$ cat src/rtl/sparse_mac_pkg.sv
// rtl/sparse_mac_pkg.sv - shared lane types and default sizes for the sparse decoder path
package sparse_mac_pkg;

    localparam int DEC_LANES   = 4;
    localparam int DEC_SKIP_W  = 8;
    localparam int DEC_VALUE_W = 8;
    localparam int DEC_INDEX_W = 16;
    localparam int DEC_VEC_LEN = 1024;

    typedef struct packed {
        logic [DEC_SKIP_W-1:0]  skip;
        logic [DEC_VALUE_W-1:0] value;
    } dec_lane_t;

    typedef struct packed {
        logic [DEC_INDEX_W-1:0] index;
        logic [DEC_VALUE_W-1:0] value;
    } dec_out_lane_t;

endpackage

$ cat src/rtl/skid_buffer_sync.sv
// rtl/skid_buffer_sync.sv - two-entry synchronous skid buffer with a registered ready
module skid_buffer_sync #(
    parameter int DATA_W = 8
) (
    input  logic              mac_clk,
    input  logic              mac_rst,
    input  logic              valid_i,
    output logic              ready_o,
    input  logic [DATA_W-1:0] data_i,
    output logic              valid_o,
    input  logic              ready_i,
    output logic [DATA_W-1:0] data_o
);

    logic [DATA_W-1:0] mem [2];
    logic              wr_ptr;
    logic              rd_ptr;
    logic [1:0]        count;
    logic [1:0]        count_next;
    logic              push;
    logic              pop;

    assign push    = valid_i & ready_o;
    assign pop     = valid_o & ready_i;
    assign valid_o = (count != 2'd0);
    assign data_o  = mem[rd_ptr];

    always_comb begin
        count_next = count;
        if (push && !pop) begin
            count_next = count + 2'd1;
        end else if (pop && !push) begin
            count_next = count - 2'd1;
        end
    end

    // ready is taken from the next occupancy so upstream never sees the
    // downstream ready combinationally
    always_ff @(posedge mac_clk) begin
        if (mac_rst) begin
            mem[0]  <= '0;
            mem[1]  <= '0;
            wr_ptr  <= 1'b0;
            rd_ptr  <= 1'b0;
            count   <= 2'd0;
            ready_o <= 1'b1;
        end else begin
            if (push) begin
                mem[wr_ptr] <= data_i;
                wr_ptr      <= ~wr_ptr;
            end
            if (pop) begin
                rd_ptr <= ~rd_ptr;
            end
            count   <= count_next;
            ready_o <= (count_next != 2'd2);
        end
    end

endmodule

$ cat src/rtl/sparse_decoder_vec.sv
// rtl/sparse_decoder_vec.sv - multi-lane (skip,value) to (index,value) decoder; option DECODER_BOUNDS_CHECK_EN
module sparse_decoder_vec
    import sparse_mac_pkg::*;
#(
    parameter int LANES   = DEC_LANES,
    parameter int SKIP_W  = DEC_SKIP_W,
    parameter int VALUE_W = DEC_VALUE_W,
    parameter int INDEX_W = DEC_INDEX_W,
    parameter int VEC_LEN = DEC_VEC_LEN
) (
    input  logic                     mac_clk,
    input  logic                     mac_rst,
    input  logic                     sram_valid_i,
    output logic                     sram_ready_o,
    input  logic [LANES*SKIP_W-1:0]  sram_skip_i,
    input  logic [LANES*VALUE_W-1:0] sram_value_i,
    input  logic [LANES-1:0]         sram_mask_i,
    input  logic                     sram_last_i,
    output logic                     decoder_valid_o,
    input  logic                     decoder_ready_i,
    output logic [LANES*INDEX_W-1:0] decoder_index_o,
    output logic [LANES*VALUE_W-1:0] decoder_value_o,
    output logic [LANES-1:0]         decoder_mask_o,
    output logic                     decoder_last_o,
    output logic                     decoder_err_o
);

    localparam int FULL_W   = INDEX_W + $clog2(LANES) + 1;
    localparam int VAL_LSB  = LANES * INDEX_W;
    localparam int MASK_LSB = VAL_LSB + LANES * VALUE_W;
    localparam int LAST_BIT = MASK_LSB + LANES;
`ifdef DECODER_BOUNDS_CHECK_EN
    localparam int BEAT_W   = LAST_BIT + 2;
`else
    localparam int BEAT_W   = LAST_BIT + 1;
`endif

    if (LANES < 1 || longint'(VEC_LEN) > (longint'(1) << INDEX_W)) begin : g_bad_params
        $error("sparse_decoder_vec: LANES must be >= 1 and VEC_LEN <= 2**INDEX_W");
    end

    logic                     s1_valid;
    logic [LANES*SKIP_W-1:0]  s1_skip;
    logic [LANES*VALUE_W-1:0] s1_value;
    logic [LANES-1:0]         s1_mask;
    logic                     s1_last;
    logic [INDEX_W-1:0]       nxt;

    logic                     skid_ready;
    logic                     accept;
    logic                     xfer;

    logic [FULL_W-1:0]        acc;
    logic [LANES*INDEX_W-1:0] lane_index;
    logic [LANES*VALUE_W-1:0] lane_value;
    logic [BEAT_W-1:0]        beat_in;
    logic [BEAT_W-1:0]        beat_out;
`ifdef DECODER_BOUNDS_CHECK_EN
    logic [FULL_W-1:0]        full;
    logic                     s1_err;
`endif

    assign sram_ready_o = ~s1_valid | skid_ready;
    assign accept       = sram_valid_i & sram_ready_o;
    assign xfer         = s1_valid & skid_ready;

    always_ff @(posedge mac_clk) begin
        if (mac_rst) begin
            s1_valid <= 1'b0;
            s1_skip  <= '0;
            s1_value <= '0;
            s1_mask  <= '0;
            s1_last  <= 1'b0;
            nxt      <= '0;
        end else begin
            if (accept) begin
                s1_valid <= 1'b1;
                s1_skip  <= sram_skip_i;
                s1_value <= sram_value_i;
                s1_mask  <= sram_mask_i;
                s1_last  <= sram_last_i;
            end else if (xfer) begin
                s1_valid <= 1'b0;
            end
            if (xfer) begin
                nxt <= s1_last ? '0 : nxt + acc[INDEX_W-1:0];
            end
        end
    end

    // acc runs as the inclusive prefix sum over masked lanes; its final
    // value is the total advance of nxt for this beat
    always_comb begin
        acc        = '0;
        lane_index = '0;
        lane_value = '0;
`ifdef DECODER_BOUNDS_CHECK_EN
        full       = '0;
        s1_err     = 1'b0;
`endif
        for (int k = 0; k < LANES; k++) begin
            if (s1_mask[k]) begin
                acc = acc + FULL_W'(s1_skip[k*SKIP_W +: SKIP_W]) + FULL_W'(1);
`ifdef DECODER_BOUNDS_CHECK_EN
                full = FULL_W'(nxt) + acc - FULL_W'(1);
                lane_index[k*INDEX_W +: INDEX_W] = full[INDEX_W-1:0];
                if (full >= FULL_W'(VEC_LEN)) begin
                    s1_err = 1'b1;
                end
`else
                lane_index[k*INDEX_W +: INDEX_W] = INDEX_W'(FULL_W'(nxt) + acc - FULL_W'(1));
`endif
                lane_value[k*VALUE_W +: VALUE_W] = s1_value[k*VALUE_W +: VALUE_W];
            end
        end
    end

`ifdef DECODER_BOUNDS_CHECK_EN
    assign beat_in       = {s1_err, s1_last, s1_mask, lane_value, lane_index};
    assign decoder_err_o = beat_out[LAST_BIT+1];
`else
    assign beat_in       = {s1_last, s1_mask, lane_value, lane_index};
    assign decoder_err_o = 1'b0;
`endif

    skid_buffer_sync #(
        .DATA_W (BEAT_W)
    ) u_skid (
        .mac_clk (mac_clk),
        .mac_rst (mac_rst),
        .valid_i (s1_valid),
        .ready_o (skid_ready),
        .data_i  (beat_in),
        .valid_o (decoder_valid_o),
        .ready_i (decoder_ready_i),
        .data_o  (beat_out)
    );

    assign decoder_index_o = beat_out[VAL_LSB-1:0];
    assign decoder_value_o = beat_out[MASK_LSB-1:VAL_LSB];
    assign decoder_mask_o  = beat_out[LAST_BIT-1:MASK_LSB];
    assign decoder_last_o  = beat_out[LAST_BIT];

endmodule

$ cat config.mk
export PLATFORM = sky130hd
export DESIGN_NAME = sparse_decoder_vec
export DESIGN_NICKNAME = d
export VERILOG_FILES = /design/src/rtl/sparse_mac_pkg.sv /design/src/rtl/skid_buffer_sync.sv /design/src/rtl/sparse_decoder_vec.sv
export SDC_FILE = /design/constraint.sdc
export NUM_CORES = 1
export LEC_CHECK = 0
export BUFFER_PORTS_ARGS = -buffer_cell sky130_fd_sc_hd__buf_4
export CORE_MARGIN = 8
export CORE_UTILIZATION = 30
export DETAILED_ROUTE_END_ITERATION = 8
export PLACE_DENSITY = 0.51
export SYNTH_ARGS = -nofsm -noshare
export SYNTH_HDL_FRONTEND = slang
export SYNTH_SLANG_ARGS = --single-unit
export TNS_END_PERCENT = 50
$ cat constraint.sdc
create_clock -name mac_clk -period 11.68 [get_ports mac_clk]
set_clock_uncertainty 0.15 [all_clocks]
set_input_delay 1.168 -clock mac_clk [delete_from_list [all_inputs] [get_ports mac_clk]]
set_output_delay 1.168 -clock mac_clk [all_outputs]
set_load 0.01 [all_outputs]
==> results of run 1 <==
power by group:
part / internal (mW) / switching, mW
Sequential: 1.21 / 0.0728
Clock: 0.629 / 0.458
Combinational: 0.586 / 0.769
registers in the layout, summed over array words and instances, names as in the netlist, named ones only:
register / count
u_skid.ready_o: 1
u_skid.mem: 202
s1_value: 32
s1_valid: 1
u_skid.rd_ptr: 1
s1_last: 1
u_skid.wr_ptr: 1
nxt: 16
u_skid.count: 2
s1_mask: 4
s1_skip: 32
area by class of cell:
type	count	share of cell area
antenna	2	0.0002397
tap	773	0.04632
multi-input combinational	1273	0.4212
clock inverter	15	0.006952
timing repair buffer	190	0.06832
clock buffer	51	0.04782
sequential	294	0.3789
inverter	168	0.03020
worst max-delay path: cells and delay by family (launching register included):
| kind | cells | cell delay (ns) |
|---|---|---|
| DFF | 1 | 0.79 |
| buffers and inverters | 2 | 0.10 |
| AOI/OAI and AO/OA | 10 | 2.39 |
| xor gates and xnor gates | 4 | 0.53 |
| adders and majority gates | 7 | 2.20 |
| and+or+nand+nor | 5 | 0.68 |
| muxes | 1 | 0.28 |
cells by family (layout without fill, tap and decap cells):
family	Yosys count	after routing
other	2	9
AND/OR/NAND/NOR	606	606
buffers and inverters	255	424
flip-flops	294	294
XOR/XNOR	87	87
multiplexers	113	113
adder cells (fa/ha/maj)	139	139
AO/OA/AOI/OAI	321	321
per-stage QoR:
step / worst slack, ns / std cells / util / power, mW / hold slack, ns
after global placement: 4.554 / 2698 / 0.3368 / 2.664 / 0.2977
final: 4.251 / 2766 / 0.3565 / 3.727 / 0.3125
after CTS: 4.258 / 2764 / 0.3564 / 3.782 / 0.3122
after global routing: 3.710 / 2766 / 0.3565 / 3.958 / 0.3379
after detailed placement: 4.327 / 2698 / 0.3368 / 2.673 / 0.3041
after floorplan: 4.951 / 1822 / - / 2.180 / 0.2863
worst max-delay path by stage:
stage / depth (start not counted) / slack, ns / end / startpoint
6_report: 29 / 4.25 / u_skid.mem[0][63] / s1_mask[0]
4_1_cts: 29 / 4.26 / u_skid.mem[0][63] / s1_mask[0]
3_5_place_dp: 29 / 4.33 / u_skid.mem[0][63] / s1_mask[0]
3_3_place_gp: 29 / 4.55 / u_skid.mem[0][63] / s1_mask[0]
5_1_grt: 29 / 3.71 / u_skid.mem[0][63] / s1_mask[0]
2_1_floorplan: 33 / 4.95 / u_skid.mem[1][63] / s1_mask[0]
layer usage:
metal,GRT usage,vias up
met5,0,-
met1,0.2059,6381
met2,0.2384,298
met4,0.03171,0
li1,-,6625
met3,0.02675,50
cells in the final DEF (no fill, tap or decap), drive strengths merged, types with 7 or more instances in the layout:
cell type	Yosys	layout
ha	131	131
o21a	9	9
nand3	22	22
nand2	224	224
clkbuf	71	51
a21oi	144	144
nand2b	9	9
and3	99	99
nor2b	8	8
xor2	30	30
a211oi	14	14
nor3	32	32
o211ai	17	17
a21o	29	29
buf	16	190
mux2	109	109
o21bai	24	24
inv	167	170
a22oi	8	8
or3	14	14
edfxtp	202	202
dfxtp	92	92
xnor2	57	57
fa	8	8
o21ai	41	41
and2	13	13
nor2	156	156
clkinv	1	11
conb	2	7
==> results.md, run 1 <==
* Outcome: finished clean
* Critical-path top delay cell: dfxtp_1
* Post-synth top area share at 0.3441
* Ys Warns at 0
* DIE AREA at 66780 um^2
* Crit path capture type: register
* Startpoint types: register
* Residual DRC at 0
* I/O Buffers at 175
* Die width at 258.4 um
* FF/Latch Area at 7911 um^2
* Simple-gate share of the synthesized area at 0.1605
* Mean Syn Cell Area at 9.702 um^2
* WP data arrival at 7.53 ns
* Xor/xnor share of the synthesized area at 0.04599
* Final WL at 50.76 mm
* Area contributors post-synth: edfxtp_1 34%, dfxtp_1 10%, ha_1 9.3%
* CTS Hold Bufs at 0
* Worst Hold End: s1_value[7]
* Top_reg_cell synth: edfxtp_1
* Fillers at 6030
* RR Startpoint: s1_mask[0]
* Post-CTS setup buffers at 0
* Std cell rows at 89
* Num ports at 177
* Layout area overhead at 18.43%
* Pwr dens at 178.5 nW/um^2
* Most used cell, CP: ha_1
* Initial antenna violation count at 2
* Area post-placement at 19730 um^2
* First-pass GRT wire length at 78.04 mm
* Multi-input combinational cell area at ~8800 um^2
* Top-count cell post-synth: nand2_1
* Ys async rst share at 0
* Vias in the first global route at 13223
* Worst slew margin at 0.1290
* Synth Register Bits at 294
* CTS tree: built
* Min cycle time layout at around 7.4 ns
* VDD IR-drop max at just over 0.00008 V
* Final setup viols at 0
* Met2 wire length at 23.08 mm
* Core area at slightly below 60000 um^2
* Compound-Gate Fraction of Synth Area at 0.1149
* Die height at 258.4 um
* Mux contribution to synthesized area at 0.07232
* F_max at 134.6 MHz
* Unrepaired setup endpoints after global routing: no
* CTS H-tree lvls at 2
* Worst EP required at 11.78 ns
* Total CTS buffers at 36
* Share of cells above drive strength 1 at 0.1929
* Post-layout net count at ~2200
* Critical path class: reg -> reg
* FF-to-FF End: u_skid.mem[0][63]
* Crit Path Max Fanout at 24
* Reg clk slew, reported paths at 0.06 ns
* Root buf cell: clkbuf_16
* Largest net degree at the start of global routing at 70
* Starting Density at 0.3010
* CTS sink count at 294
* 1st-pass router iterations at 5
* Commonest cells post-synth: 224 x nand2_1, 202 x edfxtp_1, 167 x inv_1
* Post_cts resized at 0
* Final Instance Area at 20880 um^2
* Largest stage delay, worst path at roughly 0.8 ns
* Final Cycle Share at 0.6360
* Synth cell types at 80
* Seq/Total Area, Yosys at 0.4485
* Cell taking the most area after synthesis: edfxtp_1
* Final hold vios at 0
* Gate Count Post-Synth at approximately 1800
* Worst skew pair latency at 0.55 ns
* Slew @ Worst Pin at between 1 and 1.5 ns
* Post-synth EDFFs at 202
* Met3 wire len at roughly 2.5 mm
* Largest family of logic cells by synthesized area: simple AND/OR/NAND/NOR gates
* Adder-cell share of the synthesized area at 0.1021
* Setup_tns at 0 ns
* Max Slew Vio Count at 0
* Hold Startpoint: s1_value[7]
* Number of routed nets with antenna violations at 0
* Post-DP HPWL at 36.29 mm
* GRT Overall Usage at 0.1480
* Final Wtd Congestion at roughly 0.87
* Drt initial violations at 950
* Worst-case reg-to-reg path depth at 29
* Top sig layer: met4
* DR vias/cell at ~4.8
* Total global routing overflow at 0
* Hold path cells at 2
* Synthesized area at 17630 um^2
* Leak at 9.052 nW
* Wire length on met1 at 24.47 mm
* R2r setup slk at 4.25 ns
* Routed vias at 13354
* Max-cap violation count at 0
* Clock buffer depth at 3
* Hold crit path type: reg -> reg
* WL/cell at ~18 um
No activity file was read; power rests on OpenSTA's default activity.
==> inputs of run 2 (changes only) <==
==> constraint.sdc (replaced) <==
create_clock -name mac_clk -period 7.2 [get_ports mac_clk]
set_clock_uncertainty 0.15 [all_clocks]
set_input_delay 0.72 -clock mac_clk [delete_from_list [all_inputs] [get_ports mac_clk]]
set_output_delay 0.72 -clock mac_clk [all_outputs]
set_load 0.01 [all_outputs]
==> results.md, run 2 (same netlist as run 1, synthesis figures left out) <==
* CTS tree: built
* Residual DRC at 0
* Largest stage delay, worst path at 0.57 ns
* Outcome: finished clean
* Hold path cells at 3
* Top reg by flops: u_skid.mem
* GRT Overall Usage at 0.1471
* Reg clk slew, reported paths at 0.06 ns
* Worst slew margin at 0.3935
* Clock buffer depth at 3
* Met2 wire length at roughly 23 mm
* Routed vias at around 13000
* Final Cycle Share at 0.9500
* Fillers at 6032
* Pwr dens at 285.9 nW/um^2
* Crit path from: s1_skip[1]
* Post-layout net count at 2182
* Final core occ at 0.3577
* Critical path class: reg -> reg
* Most used cell, CP: ha_1
* RR Startpoint: s1_skip[1]
* Largest net degree at the start of global routing at 70
* WP data arrival at 7.09 ns
* Max-cap violation count at 0
* Core area at 58570 um^2
* Vias in the first global route at 13128
* Starting Density at 0.3010
* Layout area overhead at 18.86%
* Worst-case reg-to-reg path depth at 31
* VDD IR-drop max at 0.0001341 V
* Largest registers: u_skid.mem (202), s1_skip (32), s1_value (32)
* Worst EP required at 7.45 ns
* Hold Startpoint: sram_value_i[15]
* DIE AREA at 66780 um^2
* Critical-path top delay cell: fa_1
* Slew @ Worst Pin at roughly 0.9 ns
* Hold Worst Slack at 0.2751 ns
* Final Wtd Congestion at 0.8661
* Startpoint types: register
* Final hold vios at 0
* Final setup margin at around 0.36 ns
* Final WL at 50.50 mm
* F_max at 146.2 MHz
* CTS H-tree lvls at 2
* Total Power at about 6 mW
* Die height at between 200 and 300 um
* Post-DP HPWL at 36.35 mm
* Min cycle time layout at a little under 7 ns
* Hold crit path type: in -> reg
* R2r setup slk at 0.36 ns
* Leak at 9.074 nW
* Total global routing overflow at 0
* FF-to-FF End: u_skid.mem[1][62]
* Final setup viols at 0
* 1st-pass router iterations at 7
* Drt initial violations at roughly 800
* Crit Path Max Fanout at 5
* Root buf cell: clkbuf_16
* Wire length on met1 at about 24 mm
* Crit path capture type: register
* First-pass GRT wire length at between 70 and 80 mm
* Share of cells above drive strength 1 at 0.2023
* DR vias/cell at 4.809
* Met3 wire len at 2.283 mm
* Max Slew Vio Count at 0
* Worst skew pair latency at ~0.54 ns
* Top sig layer: met4
* Number of flip-flops in the largest register at 202
* Worst Hold End: s1_value[15]
* Number of routed nets with antenna violations at 0
* Total CTS buffers at 35
* Commonest non-fill, non-tap cell in the layout: nand2_1
* Initial antenna violation count at 0
* I/O Buffers at 175
* Num ports at 177
* # diodes at 0
* WL/cell at 18.23 um
* Commonest cells after routing, fill and taps aside: 223 x nand2_1, 202 x edfxtp_1, 197 x buf_4
* CTS sink count at between 200 and 300
* Setup WS pre-CTS at 0.1809 ns
* Die width at 258.4 um
* Std cell rows at 89
## run 2: worst max-delay path, delay by kind of cell (launching register included)
family                   cells  cell delay, ns
AO/OA/AOI/OAI               13            2.40
adder cells (fa/ha/maj)      6            2.01
AND/OR/NAND/NOR              7            1.14
XOR/XNOR                     3            0.49
flip-flops                   1            0.34
buffers and inverters        2            0.18
## run 2: timing repair
action	in CTS	in global routing
gates resized for setup	0	18
endpoints found under the setup margin	0	15
hold buffers	0	0
setup buffers	0	2
## run 2: power by group
| group | switching, mW | total (mW) | internal (mW) | leakage [nW] |
|---|---|---|---|---|
| Sequential | 0.113 | 2.08 | 1.97 | 2.87 |
| Clock | 0.714 | 1.69 | 0.980 | 0.530 |
| Combinational | 1.26 | 2.22 | 0.958 | 5.67 |
## run 2: area by class of cell
type / instances / area [um^2] / area share
clock inverter: 18 / 158.9 / 0.007583
clock buffer: 46 / 917.1 / 0.04377
multi-input combinational: 1273 / 8869 / 0.4232
timing repair buffer: 198 / 1499 / 0.07154
tap: 773 / 967.2 / 0.04616
sequential: 294 / 7913 / 0.3776
inverter: 168 / 630.6 / 0.03010
## run 2: routing by layer
layer | global-route usage | vias up
met5 | 0 | -
met4 | 0.03656 | 0
met3 | 0.02723 | 56
met2 | 0.2355 | 271
met1 | 0.2037 | 6341
li1 | - | 6654
## run 2: worst max path at each step
stage                                   end  slack [ns]  cells after the start
final                     u_skid.mem[1][62]        0.36                     31
after global routing      u_skid.mem[1][61]       -0.02                     30
after CTS                 u_skid.mem[0][63]        0.12                     29
after detailed placement  u_skid.mem[0][63]        0.18                     29
after global placement    u_skid.mem[0][63]        0.35                     30
after floorplan           u_skid.mem[1][63]        0.47                     33
## run 2: per-stage QoR
| stage | instance area (um^2) | std cells | setup TNS (ns) |
|---|---|---|---|
| after detailed placement | 19790 | 2704 | 0 |
| after CTS | 20860 | 2768 | 0 |
| final | 20950 | 2770 | 0 |
| after floorplan | 17650 | 1822 | 0 |
| after global placement | 19790 | 2704 | 0 |
| after global routing | 20950 | 2770 | -0.02336 |
==> inputs of run 3 (changes only) <==
--- a/config.mk
+++ b/config.mk
@@ -9,6 +9,7 @@
 export CORE_MARGIN = 8
 export CORE_UTILIZATION = 30
 export DETAILED_ROUTE_END_ITERATION = 8
+export MAX_ROUTING_LAYER = met4
 export PLACE_DENSITY = 0.51
 export SYNTH_ARGS = -nofsm -noshare
 export SYNTH_HDL_FRONTEND = slang
==> results.md, run 3 (same netlist as run 1, synthesis figures left out) <==
* Crit path capture type: register
* Number of flip-flops in the largest register at approximately 200
* Final setup viols at 0
* Final Instance Area at ~21000 um^2
* WL/cell at between 15 and 20 um
* Number of routed nets with antenna violations at 0
* Share of cells above drive strength 1 at 0.2036
* Post-layout net count at 2179
* Hold crit path type: in -> reg
* WP buf/inv at 1
* Area post-placement at 19790 um^2
* Commonest non-fill, non-tap cell in the layout: nand2_1
* Drt initial violations at 835
* Worst slew margin at 0.3207
* VDD IR-drop max at 0.0001405 V
* CTS Hold Bufs at 0
* Vias in the first global route at 13112
* F_max at 146.9 MHz
* DR vias/cell at ~4.8
* Final WL at 50.14 mm
* Setup_tns at 0 ns
* Final hold vios at 0
* Largest net degree at the start of global routing at 83
* Hold Worst Slack at 0.2792 ns
* CTS tree: built
* Most used cell, CP: ha_1
* 1st-pass router iterations at 5
* CTS H-tree lvls at 2
* Fillers at a little under 6000
* Final Wtd Congestion at between 0.8 and 0.9
* Outcome: finished clean
* Max Slew Vio Count at 0
* First-pass GRT wire length at 76.37 mm
* Final setup margin at 0.3914 ns
* Commonest cells after routing, fill and taps aside: 222 x nand2_1, 202 x edfxtp_1, 193 x buf_4
* Max-cap violation count at 0
* Clock buffer depth at 3
* Die width at 258.4 um
* Root buf cell: clkbuf_16
* Placed cells at 2702
* DIE AREA at 66780 um^2
* Slew @ Worst Pin at a little over 1 ns
* Die height at roughly 260 um
* Total CTS buffers at 35
* Core area at 58570 um^2
* Final cell count without fillers at between 2000 and 3000
* CTS sink count at 294
* I/O Buffers at 175
* Post-DP HPWL at 36.21 mm
* Setup WS pre-CTS at 0.2154 ns
* Critical path class: reg -> reg
* Initial antenna violation count at 1
* Num ports at 177
* Largest registers: u_skid.mem (202), s1_skip (32), s1_value (32)
* Final Cycle Share at 0.9456
* Top reg by flops: u_skid.mem
* Total global routing overflow at 0
* Min cycle time layout at 6.809 ns
* Leak at 9.107 nW
* Std cell rows at 89
* Critical-path top delay cell: fa_2
* WP data arrival at about 7.0 ns
* Family with the most delay on the worst path: adder cells
* Reg clk slew, reported paths at 0.06 ns
* Starting Density at 0.3010
* GRT Overall Usage at 0.1496
* Pwr dens at 287.5 nW/um^2
* Crit Path Max Fanout at 5
* Worst skew pair latency at 0.54 ns
* Layout area overhead at 19.11%
* Residual DRC at 0
* Routed vias at approximately 13000
* Worst EP required at 7.34 ns
* Startpoint types: register
* Largest stage delay, worst path at approximately 0.58 ns
-- run 3: cell count changes in the layout (fill, tap and decap cells not counted), moves of 2 or more --
cell,before,now
buf_4,197,193
clkbuf_1,11,5
clkbuf_8,0,9
clkinv_1,3,1
clkinv_4,0,2
ha_1,129,131
inv_6,5,3
-- run 3: worst paths after layout --
check	startpoint	endpoint	slack (ns)	cells past startpoint
worst max register to register	s1_skip[1]	u_skid.mem[1][61]	0.39	29
worst min-delay path	sram_mask_i[0]	s1_mask[0]	0.28	3
worst min register to register	s1_value[20]	s1_value[20]	0.31	2
worst max-delay path	s1_skip[1]	u_skid.mem[1][61]	0.39	29
-- run 3: area by class of cell --
class / count / area, um^2 / share of cell area
diodes: 1 / 2.502 / 0.0001192
clock buffers: 49 / 1018 / 0.04850
clock inverters: 15 / 121.4 / 0.005780
inverters: 168 / 630.6 / 0.03003
multi-input cells: 1273 / 8857 / 0.4218
flip-flops and latches: 294 / 7911 / 0.3768
well taps: 773 / 967.2 / 0.04606
repair buffers: 195 / 1489 / 0.07091
-- run 3: tightest hold or removal path, cell delays in order --
cell	delay [ns]
buf_4	0.11
nand2_1	0.05
a21oi_1	0.05
-- run 3: what timing repair did --
action	4_1_cts	5_1_grt
setup buffers	0	1
endpoints found under the setup margin	0	17
gates resized for setup	0	17
-- run 3: layer usage --
layer,GRT usage,wire (um),up-vias
met5,-,0,-
met4,0.04327,1217,0
met3,0.02898,2376,57
met2,0.2307,22760,278
met1,0.1986,23780,6382
li1,-,-,6623
-- run 3: through the flow --
stage | total power [mW] | utilization
finish | 6.037 | 0.3585
global route | 6.415 | 0.3585
CTS | 6.118 | 0.3572
detailed placement | 4.336 | 0.3378
global placement | 4.324 | 0.3378
floorplan | 3.536 | -
-- run 3: report_power, final --
group          internal (mW)  switching (mW)
clock                   1.03           0.717
sequential              1.97           0.116
combinational          0.958            1.25
total                   3.95            2.08
